`src/rtl/serializer_tx.sv`:
```
// Parallel-to-serial transmitter: one-word holding buffer feeding a shift register,
// one bit per enabled cycle, bit order chosen per word; back-to-back words stream gap-free.
module serializer_tx #(
    parameter int DATA_WIDTH = 5
) (
    input  logic                  clk,
    input  logic                  rst,
    input  logic                  dir,
    input  logic                  par_valid,
    output logic                  par_ready,
    input  logic [DATA_WIDTH-1:0] par,
    input  logic                  ser_en,
    output logic                  ser,
    output logic                  ser_valid,
    output logic                  ser_last
);

    localparam int CW = $clog2(DATA_WIDTH);
    localparam logic [CW-1:0] LAST_IDX = CW'(DATA_WIDTH - 1);

    typedef enum logic {IDLE, SHIFT} state_t;

    state_t                state;
    state_t                state_nxt;
    logic [DATA_WIDTH-1:0] hold_dat;
    logic                  hold_dir;
    logic                  hold_v;
    logic [DATA_WIDTH-1:0] sh;
    logic                  sh_dir;
    logic [CW-1:0]         cnt;
    logic                  busy;
    logic                  accept;
    logic                  load;

    assign par_ready = !rst && !hold_v;

    always_ff @(posedge clk) begin
        if (rst) begin
            state <= IDLE;
        end else begin
            state <= state_nxt;
        end
    end

    always_comb begin
        state_nxt = state;
        case (state)
            IDLE:    if (hold_v) state_nxt = SHIFT;
            SHIFT:   if (ser_last && !hold_v) state_nxt = IDLE;
            default: state_nxt = IDLE;
        endcase
    end

    always_comb begin
        busy      = (state == SHIFT);
        ser_valid = busy && ser_en;
        ser_last  = ser_valid && (cnt == LAST_IDX);
        ser       = 1'b0;
        if (ser_valid) ser = sh_dir ? sh[DATA_WIDTH-1] : sh[0];
        accept    = par_valid && par_ready;
        // Reload on the last bit's edge is what removes the bubble between words.
        load      = hold_v && (!busy || ser_last);
    end

    always_ff @(posedge clk) begin
        if (rst) begin
            hold_dat <= '0;
            hold_dir <= 1'b0;
            hold_v   <= 1'b0;
            sh       <= '0;
            sh_dir   <= 1'b0;
            cnt      <= '0;
        end else begin
            if (accept) begin
                hold_dat <= par;
                hold_dir <= dir;
                hold_v   <= 1'b1;
            end
            if (load) begin
                sh     <= hold_dat;
                sh_dir <= hold_dir;
                cnt    <= '0;
                hold_v <= 1'b0;
            end else if (ser_valid) begin
                sh  <= sh_dir ? (sh << 1) : (sh >> 1);
                cnt <= ser_last ? '0 : cnt + 1'b1;
            end
        end
    end

endmodule
```
`config.mk`:
```
export PLATFORM = sky130hd
export DESIGN_NAME = serializer_tx
export DESIGN_NICKNAME = d
export VERILOG_FILES = /design/src/rtl/serializer_tx.sv
export SDC_FILE = /design/constraint.sdc
export NUM_CORES = 1
export LEC_CHECK = 0
export BUFFER_PORTS_ARGS = -buffer_cell sky130_fd_sc_hd__buf_2
export CAP_MARGIN = 20
export CORE_UTILIZATION = 47
export DETAILED_ROUTE_END_ITERATION = 8
export PLACE_DENSITY = 0.81
export SYNTH_ARGS = -nofsm -noshare
export SYNTH_HDL_FRONTEND = slang
export SYNTH_SLANG_ARGS = --single-unit
```
`constraint.sdc`:
```
create_clock -name clk -period 1.15 [get_ports clk]
set_input_delay 0.23 -clock clk [delete_from_list [all_inputs] [get_ports clk]]
set_output_delay 0.23 -clock clk [all_outputs]
set_load 0.005 [all_outputs]
```
# After elaboration in Yosys (flattened, before gate mapping)
# Index checks and enable logic that the tools add are counted.
# word_totals
ff_bits	17
latch_bits	0
ram_bits	0
mem_bits_ro	0
in_bits	10
word_cells	31
n_memories	0
# classes
n_addsub	1
n_mul	0
div	0
order_cmp	0
n_eq_ne	1
shifts	0
n_mux	9
n_bitwise	1
reduce_logical	12
# op_table
op	count
$mux 5	3
$logic_and 1x1->1	6
$mux 1	4
$add 3x1->3 const B	1
$eq 3x3->1 const B	1
$logic_not 1->1	3
$mux 3	1
$pmux 1 s2	1
$reduce_bool 2->1	1
$reduce_or 2->1	1
$logic_or 1x1->1	1
$not 1->1	1

# Longest topological paths before layout
# depth
word_depth	5
depth_mapped	5

# Worst setup path before layout
# No wires, ideal clock.
# synth_timing
path_type	register -> register
start	register cnt[0]
end	register sh[0]
setup_ns	0.088
arrival_time_ns	1.108
required_time_ns	1.062
setup_slack_ns	-0.046
path_stages_with_launch	6
path_cell_list	dfxtp_1 > inv_1 > ha_1 > nand4_2 > and2_4 > a311oi_2
# synth_via
elab_chain_cells	5
# synth_lines
item	line	rtl
start, declared	30	logic [CW-1:0] cnt;
start signal, assigned	86	cnt <= ser_last ? '0 : cnt + 1'b1;
$eq 3x3->1 *	57	ser_last = ser_valid && (cnt == LAST_IDX);
$logic_and 1x1->1 *	57	
$logic_or 1x1->1 *	62	load = hold_v && (!busy || ser_last);
$logic_and 1x1->1 *	62	
$mux 5 or $reduce_bool 2->1 (tied branches)	--	
end signal, assigned	80	sh <= hold_dat;
end signal, assigned	85	sh <= sh_dir ? (sh << 1) : (sh >> 1);
end, declared	28	logic [DATA_WIDTH-1:0] sh;
# Every way passes the cells marked *; elsewhere a longest branch is shown, timed or not.
# A chain may end at the register's enable or synchronous reset.

# Final worst setup path
# layout_timing
start	register cnt[0]
end	output port ser_last
# layout_via
elab_chain_cells	2
# layout_lines
item	line	rtl
$eq 3x3->1	57	
$logic_and 1x1->1	57	
end, declared	15	output logic ser_last
# Every way passes these cells.

==> results.py <==
metrics = {
    "status": {
        "outcome": "finished, violations left",
        "violations": "setup timing",
    },
    "sta": {
        "fin_setup_tns_ns": -1.425,
        "layout_worst_path_cycle_share_pct": 118.1,
        "slew_violations": 0,
        "hold_viol": 0,
        "rsz0062_at_grt": "yes",
        "relSlewSlack_pct": 80.70,
        "fin_crit_ns": 1.358,
        "fin_skew_ns": 0.001760,
        "fmax_mhz": 736.3,
        "setup_viol": 13,
        "worst_slack_ns": -0.2082,
        "worst_pin_slew_ns": 0.2892,
    },
    "logic_synthesis": {
        "syn_avg_cell_area_sq_um": 9.293,
        "synth_area_leaders": "dfxtp_1 41%, mux2i_1 12%, nor2_1 5.9%, a21oi_1 4.2%, mux2_2 4.1%",
        "synth_top_cell_area_share_pct": 41.15,
        "synth_seq_area_share_pct": 41.15,
        "synthCells": 89,
        "yosysUniqueCellTypes": 24,
        "synth_area_sq_um": 827.0,
        "yosysWarningCount": 0,
        "synth_area_leader_cell": "dfxtp_1",
        "synth_nets": 101,
        "synth_common_cells": "17 x dfxtp_1, 13 x nor2_1, 10 x mux2i_1",
        "yosys_register_bits": 17,
        "async_flop_share_pct": 0,
        "yosysMostFrequentCell": "dfxtp_1",
        "synthFlopType": "dfxtp_1",
        "synth_edf_count": 0,
    },
    "clock_network": {
        "clk_pin_slew_ns": 0.09,
        "cts_max_path_buffers": 2,
        "cts-root-buf": "clkbuf_4",
        "cts_buffers": 3,
        "hold_buffers": 0,
        "cts_max_level": 1,
        "cts_tree": "done",
        "clk_latency_ns": 0.29,
        "cts.sinks": 17,
    },
    "layout": {
        "design_area_sq_um": 1192,
        "fin_nets": 134,
        "fill_cells": 116,
        "syn2layout_area_growth_pct": 44.18,
        "n_antenna_cell": 0,
        "fin_util_pct": 75.63,
        "drive_gt1_share_pct": 53.72,
        "final_cells": 137,
    },
    "worst_setup_path": {
        "r2r_cells": 7,
        "cp_cell_sequence": "inv_2 -> ha_4 -> nand2_4 -> nor2_4 -> buf_2",
        "end_kind": "primary output",
        "critical_path_class": "register to primary output",
        "cp.arrival_ns": 1.13,
        "critPathMaxStageDelay_ns": 0.34,
        "critPathTopFamily": "flip-flops",
        "crit_fanout": 2,
        "rrSetupSlack_ns": -0.18,
        "cp_data_required_time_ns": 0.92,
        "cp_num_buf_inv": 2,
        "cp_num_cells": 5,
        "cp-startpoint": "cnt[0]",
        "r2r_start": "cnt[0]",
        "startpoint_type": "register",
        "cp_slowest_cell": "dfxtp_2",
    },
    "global_routing": {
        "overflow": 0,
        "grt_usage_pct": 23.20,
        "grt_max_degree": 11,
        "grt_pass1_wl_mm": 3.236,
        "grt_pass1_vias": 755,
        "antenna_found_initial": 0,
    },
    "placed_design": {
        "post-place-cells": 122,
        "dp_hpwl_mm": 1.222,
        "place_area_sq_um": 973.4,
        "pre_cts_slack_ns": -0.04491,
        "place_congestion": 0.7473,
        "place.port_buffers": 13,
    },
    "power": {
        "cellLeakagePower_uw": 0.0005115,
        "max-vdd-ir-drop_v": 0.0006152,
        "p_per_area_nw_per_um2": 1028,
    },
    "min_path": {
        "holdPathStages": 3,
        "hp-start": "par_valid",
        "holdCritPathClass": "primary input to register",
    },
    "die": {
        "die_x_um": 43.95,
        "core.rowCount": 14,
        "core_sq_um": 1577,
        "die_area_sq_um": 1932,
        "start_util_pct": 52.46,
        "io_pins": 14,
        "die_h_um": 43.95,
    },
    "detailed_routing": {
        "vias_per_cell": 5.496,
        "ant_nets": 0,
        "routed_wl_mm": 2.031,
        "drt_iter0_drc": 18,
        "routedWlPerCell_um": 14.82,
        "detail_route.first_pass.iterations": 4,
        "vias": 753,
        "drc": 0,
    },
    "run": {
        "drv_cap": 0,
    },
}
## registers in the layout, summed over array words and instances (netlist names)
register,count
hold_dir,1
sh,5
sh_dir,1
hold_v,1
busy,1
hold_dat,5
cnt,3
## area by class of cell
class	instances	area, sq um	area share, %
repair buffers	34	249.0	20.88
flip-flops and latches	17	351.6	29.49
clock buffers	4	26.28	2.204
inverters	3	11.26	0.9444
well taps	16	20.02	1.679
multi-input cells	63	534.3	44.81
## routing by layer
metal  track usage (%)  wire (um)  vias to the layer above
li1                  -          -                      374
met1             25.45        852                      357
met2             42.99       1085                       17
met3             3.750         56                        5
met4             10.91         37                        0
met5                 0          0                        -
## stage by stage
stage	power, uW	hold WS [ns]
2_1_floorplan	787.0	0.2979
3_3_place_gp	847.2	0.4461
3_5_place_dp	856.5	0.4527
4_1_cts	1201	0.1485
5_1_grt	1300	0.1686
6_report	1226	0.1536
## worst reg2reg max path: stages, from the launching register on
cell	delay (ns)
dfxtp_2	0.34
inv_2	0.08
ha_4	0.16
buf_4	0.13
nand4_4	0.13
and2_4	0.21
buf_4	0.14
o22ai_2	0.07
## report_power, final
| part | leakage, uW | internal, uW | switching, uW |
|---|---|---|---|
| Sequential | 0.000142 | 621 | 28.2 |
| Combinational | 0.000355 | 141 | 122 |
| Clock | 0.0000150 | 135 | 180 |
| Total | 0.000512 | 897 | 330 |
## placed cells by master, fill, tap and decap left out
cell type and n:
nor2b_1 1, nand2_4 2, clkbuf_4 3, nand4b_1 2
mux2i_1 10, clkbuf_1 1, nand2b_1 3, buf_2 12
dfxtp_2 3, o21ai_0 1, nand2_1 4, nor2_4 1
buf_12 1, dfxtp_4 2, nand4_4 1, nand4_1 2
buf_6 3, nor2_1 12, and2_4 1, ha_4 1
a21oi_1 3, inv_2 3, buf_4 18, a21bo_1 1
nand3b_4 1, a21oi_2 4, ha_1 1, dfxtp_1 12
nand2b_2 1, mux2_4 2, a311oi_2 2, o22ai_2 3
mux2_2 1, nand3_1 3
## cells by family after synthesis
group | after synthesis | share of synthesized area, %
muxes | 13 | 16.19
buffers and inverters | 9 | 5.899
AOI/OAI and AO/OA | 14 | 11.95
adders and majority gates | 2 | 3.025
and+or+nand+nor | 34 | 21.78
DFF | 17 | 41.15
## final timing paths
path / endpoint
hold / removal: hold_v
setup / recovery: ser_last
setup reg to reg: sh[3]
hold reg to reg: sh[1]
## what timing repair did
action | in CTS | in global routing
endpoints found under the hold margin | 0 | 0
buffers inserted | 8 | 4
pin swaps | 7 | 7
endpoints found under the setup margin | 9 | 14
gates resized for setup | 19 | 13
Note: power is estimated with default switching activity, not from simulation.
